--- config.mk ---
export PLATFORM = sky130hd
export DESIGN_NAME = mux4_rr_arbiter
export DESIGN_NICKNAME = d
export VERILOG_FILES = /design/src/rtl/mux_pkg.sv /design/src/rtl/mux4w.sv /design/src/rtl/mux4_rr_arbiter.sv
export SDC_FILE = /design/constraint.sdc
export NUM_CORES = 1
export LEC_CHECK = 0
export CAP_MARGIN = 20
export CORE_ASPECT_RATIO = 1.2
export CORE_MARGIN = 4
export CORE_UTILIZATION = 50
export CTS_CLUSTER_SIZE = 25
export DETAILED_ROUTE_END_ITERATION = 16
export GPL_ROUTABILITY_DRIVEN = 0
export PLACE_DENSITY = 0.8
export SLEW_MARGIN = 20
export SYNTH_ARGS = -nofsm -noshare
export SYNTH_HDL_FRONTEND = slang
export SYNTH_SLANG_ARGS = --single-unit
--- constraint.sdc ---
create_clock -name clk -period 3.26 [get_ports clk]
set_input_delay 0.978 -clock clk [delete_from_list [all_inputs] [get_ports clk]]
set_output_delay 0.978 -clock clk [all_outputs]
set_load 0.02 [all_outputs]
--- src/rtl/mux_pkg.sv ---
// Shared types and round-robin pick function for the 4-way bus arbiter.
package mux_pkg;

  localparam logic [0:0] ST_IDLE  = 1'b0;
  localparam logic [0:0] ST_GRANT = 1'b1;

  typedef struct packed {
    logic       found;
    logic [1:0] idx;
  } pick_t;

  // First set bit scanning ptr+1, ptr+2, ptr+3, ptr (mod 4).
  function automatic pick_t rr_pick(input logic [3:0] req, input logic [1:0] ptr);
    pick_t      r;
    logic [1:0] idx;
    r = '0;
    for (int k = 1; k <= 4; k++) begin
      idx = ptr + 2'(k);
      if (!r.found && req[idx]) begin
        r.found = 1'b1;
        r.idx   = idx;
      end
    end
    return r;
  endfunction

endpackage

--- src/rtl/mux4w.sv ---
// Parameterised W-bit 4:1 combinational multiplexer.
module mux4w #(
  parameter int unsigned W = 4
) (
  input  logic [W-1:0] d0,
  input  logic [W-1:0] d1,
  input  logic [W-1:0] d2,
  input  logic [W-1:0] d3,
  input  logic [1:0]   sel,
  output logic [W-1:0] y_c
);

  always_comb begin
    y_c = d0;
    case (sel)
      2'd0:    y_c = d0;
      2'd1:    y_c = d1;
      2'd2:    y_c = d2;
      default: y_c = d3;
    endcase
  end

endmodule

--- src/rtl/mux4_rr_arbiter.sv ---
// Round-robin arbiter for a shared 4-way W-bit bus with a per-owner hold limit;
// registers the winner's word onto O aligned with the grant.
module mux4_rr_arbiter
  import mux_pkg::*;
#(
  parameter int unsigned W        = 4,
  parameter int unsigned HOLD_MAX = 4
) (
  input  logic         clk,
  input  logic         rst_n,
  input  logic [3:0]   req,
  input  logic [W-1:0] I0,
  input  logic [W-1:0] I1,
  input  logic [W-1:0] I2,
  input  logic [W-1:0] I3,
  output logic [3:0]   gnt,
  output logic [1:0]   s,
  output logic [W-1:0] O,
  output logic         vld
);

  localparam int unsigned HCW = (HOLD_MAX > 1) ? $clog2(HOLD_MAX) : 1;
  localparam logic [HCW-1:0] HOLD_LAST = HCW'(HOLD_MAX - 1);

  logic [0:0]     state, state_nxt;
  logic [1:0]     ptr, ptr_nxt;
  logic [HCW-1:0] hold_cnt, hold_nxt;
  logic [3:0]     gnt_nxt;
  logic [1:0]     s_nxt;
  logic           vld_nxt;
  logic           load_o;
  logic           take;
  logic [1:0]     win;
  logic [W-1:0]   mux_y;
  pick_t          pk_all;
  pick_t          pk_oth;

  // pk_oth excludes the current owner for the forced-rotate case; ptr==s while granted.
  always_comb begin
    pk_all = rr_pick(req, ptr);
    pk_oth = rr_pick(req & ~(4'b0001 << s), s);
  end

  always_comb begin
    state_nxt = state;
    ptr_nxt   = ptr;
    hold_nxt  = hold_cnt;
    gnt_nxt   = gnt;
    s_nxt     = s;
    vld_nxt   = vld;
    load_o    = 1'b0;
    take      = 1'b0;
    win       = s;
    case (state)
      ST_IDLE: begin
        gnt_nxt = 4'b0000;
        vld_nxt = 1'b0;
        if (pk_all.found) begin
          take = 1'b1;
          win  = pk_all.idx;
        end
      end
      ST_GRANT: begin
        if (!req[s]) begin
          // Release: re-arbitrate immediately, no idle bubble if anyone is waiting.
          if (pk_all.found) begin
            take = 1'b1;
            win  = pk_all.idx;
          end else begin
            state_nxt = ST_IDLE;
            gnt_nxt   = 4'b0000;
            vld_nxt   = 1'b0;
          end
        end else if (hold_cnt == HOLD_LAST && pk_oth.found) begin
          take = 1'b1;
          win  = pk_oth.idx;
        end else begin
          load_o = 1'b1;
          if (hold_cnt != HOLD_LAST) hold_nxt = hold_cnt + 1'b1;
        end
      end
      default: begin
        state_nxt = ST_IDLE;
        gnt_nxt   = 4'b0000;
        vld_nxt   = 1'b0;
      end
    endcase

    if (take) begin
      state_nxt = ST_GRANT;
      ptr_nxt   = win;
      s_nxt     = win;
      gnt_nxt   = 4'b0001 << win;
      vld_nxt   = 1'b1;
      hold_nxt  = '0;
      load_o    = 1'b1;
    end
  end

  mux4w #(.W(W)) u_mux (
    .d0  (I0),
    .d1  (I1),
    .d2  (I2),
    .d3  (I3),
    .sel (s_nxt),
    .y_c (mux_y)
  );

  always_ff @(posedge clk or negedge rst_n) begin
    if (!rst_n) begin
      state    <= ST_IDLE;
      ptr      <= 2'd3;
      hold_cnt <= '0;
      gnt      <= 4'b0000;
      s        <= 2'd0;
      O        <= '0;
      vld      <= 1'b0;
    end else begin
      state    <= state_nxt;
      ptr      <= ptr_nxt;
      hold_cnt <= hold_nxt;
      gnt      <= gnt_nxt;
      s        <= s_nxt;
      vld      <= vld_nxt;
      if (load_o) O <= mux_y;
    end
  end

endmodule
==> impl_metrics.tcl <==
set metrics [dict create \
    status "finished, final reports clean" \
    max_freq_ghz 0.335 \
    p_sw_frac 0.450 \
    coreArea_mm2 0.00263 \
    crit_type "in -> reg" \
    synthMuxAreaShare 0.164 \
    cts.repair.resized 0 \
    synth_top_area_cell "dfrtp_1" \
    dieHeight_um 66.3 \
    hpwl_um 2700 \
    path_max_fanout 10 \
    synthSimpleGateAreaFrac 0.220 \
    total_power_w 0.00169 \
    leakagePower_nw 0.810 \
    holdPathStages 2 \
    reg2reg_setup_slack_ns 0.71 \
    antenna_found_initial 0 \
    wl_um 3330 \
    critPathLaunch "req[2]" \
    synth_compound_area_frac 0.204 \
    min_period_ns 2.98 \
    start_kind "input port" \
    antenna_cells 0 \
    area_growth_pct 27.9 \
    via_per_inst 5.81 \
    cts_max_level 1 \
    final_cell_mix "32 x clkdlybuf4s50_1, 19 x nor2_1, 15 x mux2i_1, 14 x dfrtp_1, 13 x nand2_1" \
    synth_edf_count 0 \
    min_path_type "reg -> reg" \
    syn_area_per_cell_um2 9.76 \
    ys_ff_latch 16 \
    first_global_vias 1334 \
    synth_xor_xnor_area_share 0 \
    rsz0062_at_grt "no" \
    cts_hold_buf 0 \
    place_inst 212 \
    final_common_cell "clkdlybuf4s50_1" \
    cts_setup_buffers 0 \
    seq_area_frac_synth 0.285 \
    yosys_most_used_dff "dfrtp_1" \
    finalSetupViolations 0 \
    switching_power_w 0.000761 \
    die_w_um 56.6 \
    worst_slew_pin_slew_ns 0.692 \
    synth_top_area_frac 0.248 \
    num_rows 20 \
    grt_max_degree 20 \
    ctsRootBufferMaster "clkbuf_4" \
    yosys_warnings 0 \
    synth.distinct_cells 48 \
    vdd_drop_max_mv 0.607 \
    cap_violations 0 \
    combinationalPowerShare 0.718 \
    clock-sinks 16 \
    slew_violations 0 \
    r2r-start "s[0]" \
    via_count 1254 \
    path_clk_slew_ns 0.08 \
    yosys.area_share.adder 0.0442 \
    clk_path_buf_depth 2 \
    hold_violations 0 \
    fin_crit_sh 0.915 \
    synth_nets 172 \
    port_buffers 32 \
    worst_ep_arrival_time_ns 3.19 \
    crit_path_end_kind "flip-flop" \
    wl_per_cell_um 15.4 \
    drive_above_1_share 0.208 \
    stdcell_count 216 \
    ys_top_cells_by_area "dfrtp_1 25%, mux2i_1 11%, nor2_1 5.0%" \
    powerDensity_mw_per_mm2 935 \
    layout.nets 211 \
    finClkSkew_ns 0.0136 \
    cp_slowest_cell "clkdlybuf4s50_1" \
    overflow 0 \
    start_util 0.539 \
    p_clk_frac 0.077 \
    clk_latency_ns 0.29 \
    cts_buffers 3 \
    r2r-end "ptr[0]" \
    slew-limit-headroom 0.537 \
    drt_pre_antenna_iters 4 \
    crit_path_cell_trace "clkdlybuf4s50_1 > buf_4 > mux2i_1 > mux2_2 > nand4b_1 > a211o_1 > a21oi_4 > nand2_1 > o21ai_1" \
    required_ns 3.47 \
    ff2ff_path_depth 9 \
    cts_tree "yes" \
    grt_usage 0.193 \
    ys_async_sr_fraction 1.00 \
    fin_setup_tns_ns 0 \
    worst_path_largest_cell_delay_ns 0.52 \
    syn_area_mm2 0.00142 \
    grt_pass1_wl_um 5800 \
    p_seq_frac 0.204 \
    synth_top_family_by_area "simple AND/OR/NAND/NOR gates" \
    fp.dieArea_mm2 0.00375 \
    endpoint "gnt[1]" \
    p_int_w 0.000931 \
    initialDrtViolationCount 43 \
    drcViolationCount 0 \
    netlist_instances 145 \
    ant_nets 0 \
    ios 33 \
]
## how the worst min path moves through the flow
stage	from	endpoint	slack [ns]
floorplan	hold_cnt[1]	hold_cnt[1]	0.48
global placement	gnt[1]	gnt[1]	0.47
detailed placement	gnt[1]	gnt[1]	0.48
CTS	gnt[1]	gnt[1]	0.50
global route	gnt[1]	gnt[1]	0.54
finish	gnt[1]	gnt[1]	0.50
## Yosys cell counts, drive strengths merged, types with 2 or more instances
master and count:
a211o 4, dfstp 2, a22o 2, o32a 2, nor2 21, nand2 13, nand2b 2, a32oi 2
o21ai 5, and2 2, ha 5, buf 9, dfrtp 14, a211oi 5, a21oi 3, mux2i 15
inv 6, nand3 11, mux2 5
## kinds of logic (layout without fill, tap and decap cells)
group	Yosys count	in the layout
adders and majority gates	5	5
buffers and inverters	16	54
DFF	16	16
AOI/OAI and AO/OA	31	31
and+or+nand+nor	56	56
muxes	21	21
## per-stage QoR
step | utilization | hold WS [ns] | setup WS (ns) | cell area [um2]
2_1_floorplan | - | 0.477 | 0.538 | 1420
3_5_place_dp | 0.675 | 0.483 | 0.00830 | 1770
6_report | 0.689 | 0.501 | 0.277 | 1810
3_3_place_gp | 0.675 | 0.473 | 0.0737 | 1770
4_1_cts | 0.689 | 0.503 | 0.297 | 1810
5_1_grt | 0.689 | 0.544 | 0.153 | 1810
## metal layers
| metal | GRT usage | routed length, um | vias up |
|---|---|---|---|
| met2 | 0.374 | 1790 | 47 |
| met5 | 0 | 0 | - |
| met1 | 0.210 | 1310 | 591 |
| met3 | 0.0254 | 182 | 6 |
| li1 | - | - | 610 |
| met4 | 0.0712 | 48 | 0 |
## cell type report
class	count	area, um2
Multi-Input combinational cell	113	896
Fill cell	189	818
Timing Repair Buffer	44	410
Sequential cell	16	403
Tap cell	33	41.3
Clock buffer	4	36.3
Inverter	6	22.5
## power groups by stage
stage / Sequential, W / Combinational, W / Clock [W]
6_report: 0.000346 / 0.00122 / 0.000131
5_1_grt: 0.000357 / 0.00132 / 0.000144
4_1_cts: 0.000346 / 0.00122 / 0.000134
3_5_place_dp: 0.000350 / 0.00121 / 0
3_3_place_gp: 0.000344 / 0.00117 / 0
2_1_floorplan: 0.000416 / 0.000868 / 0
## flip-flops by register name, indices dropped and copies added, names as in the netlist
| register | cells |
|---|---|
| gnt | 4 |
| hold_cnt | 2 |
| O | 4 |
| ptr | 2 |
| vld | 1 |
| s | 2 |
| state | 1 |
## worst max-delay path, delay by kind of cell
family / cells / cell delay (ns)
compound gates: 3 / 0.84
buf+inv: 2 / 0.72
mux: 2 / 0.44
simple gates: 2 / 0.20
No activity file was read; power rests on OpenSTA's default activity.
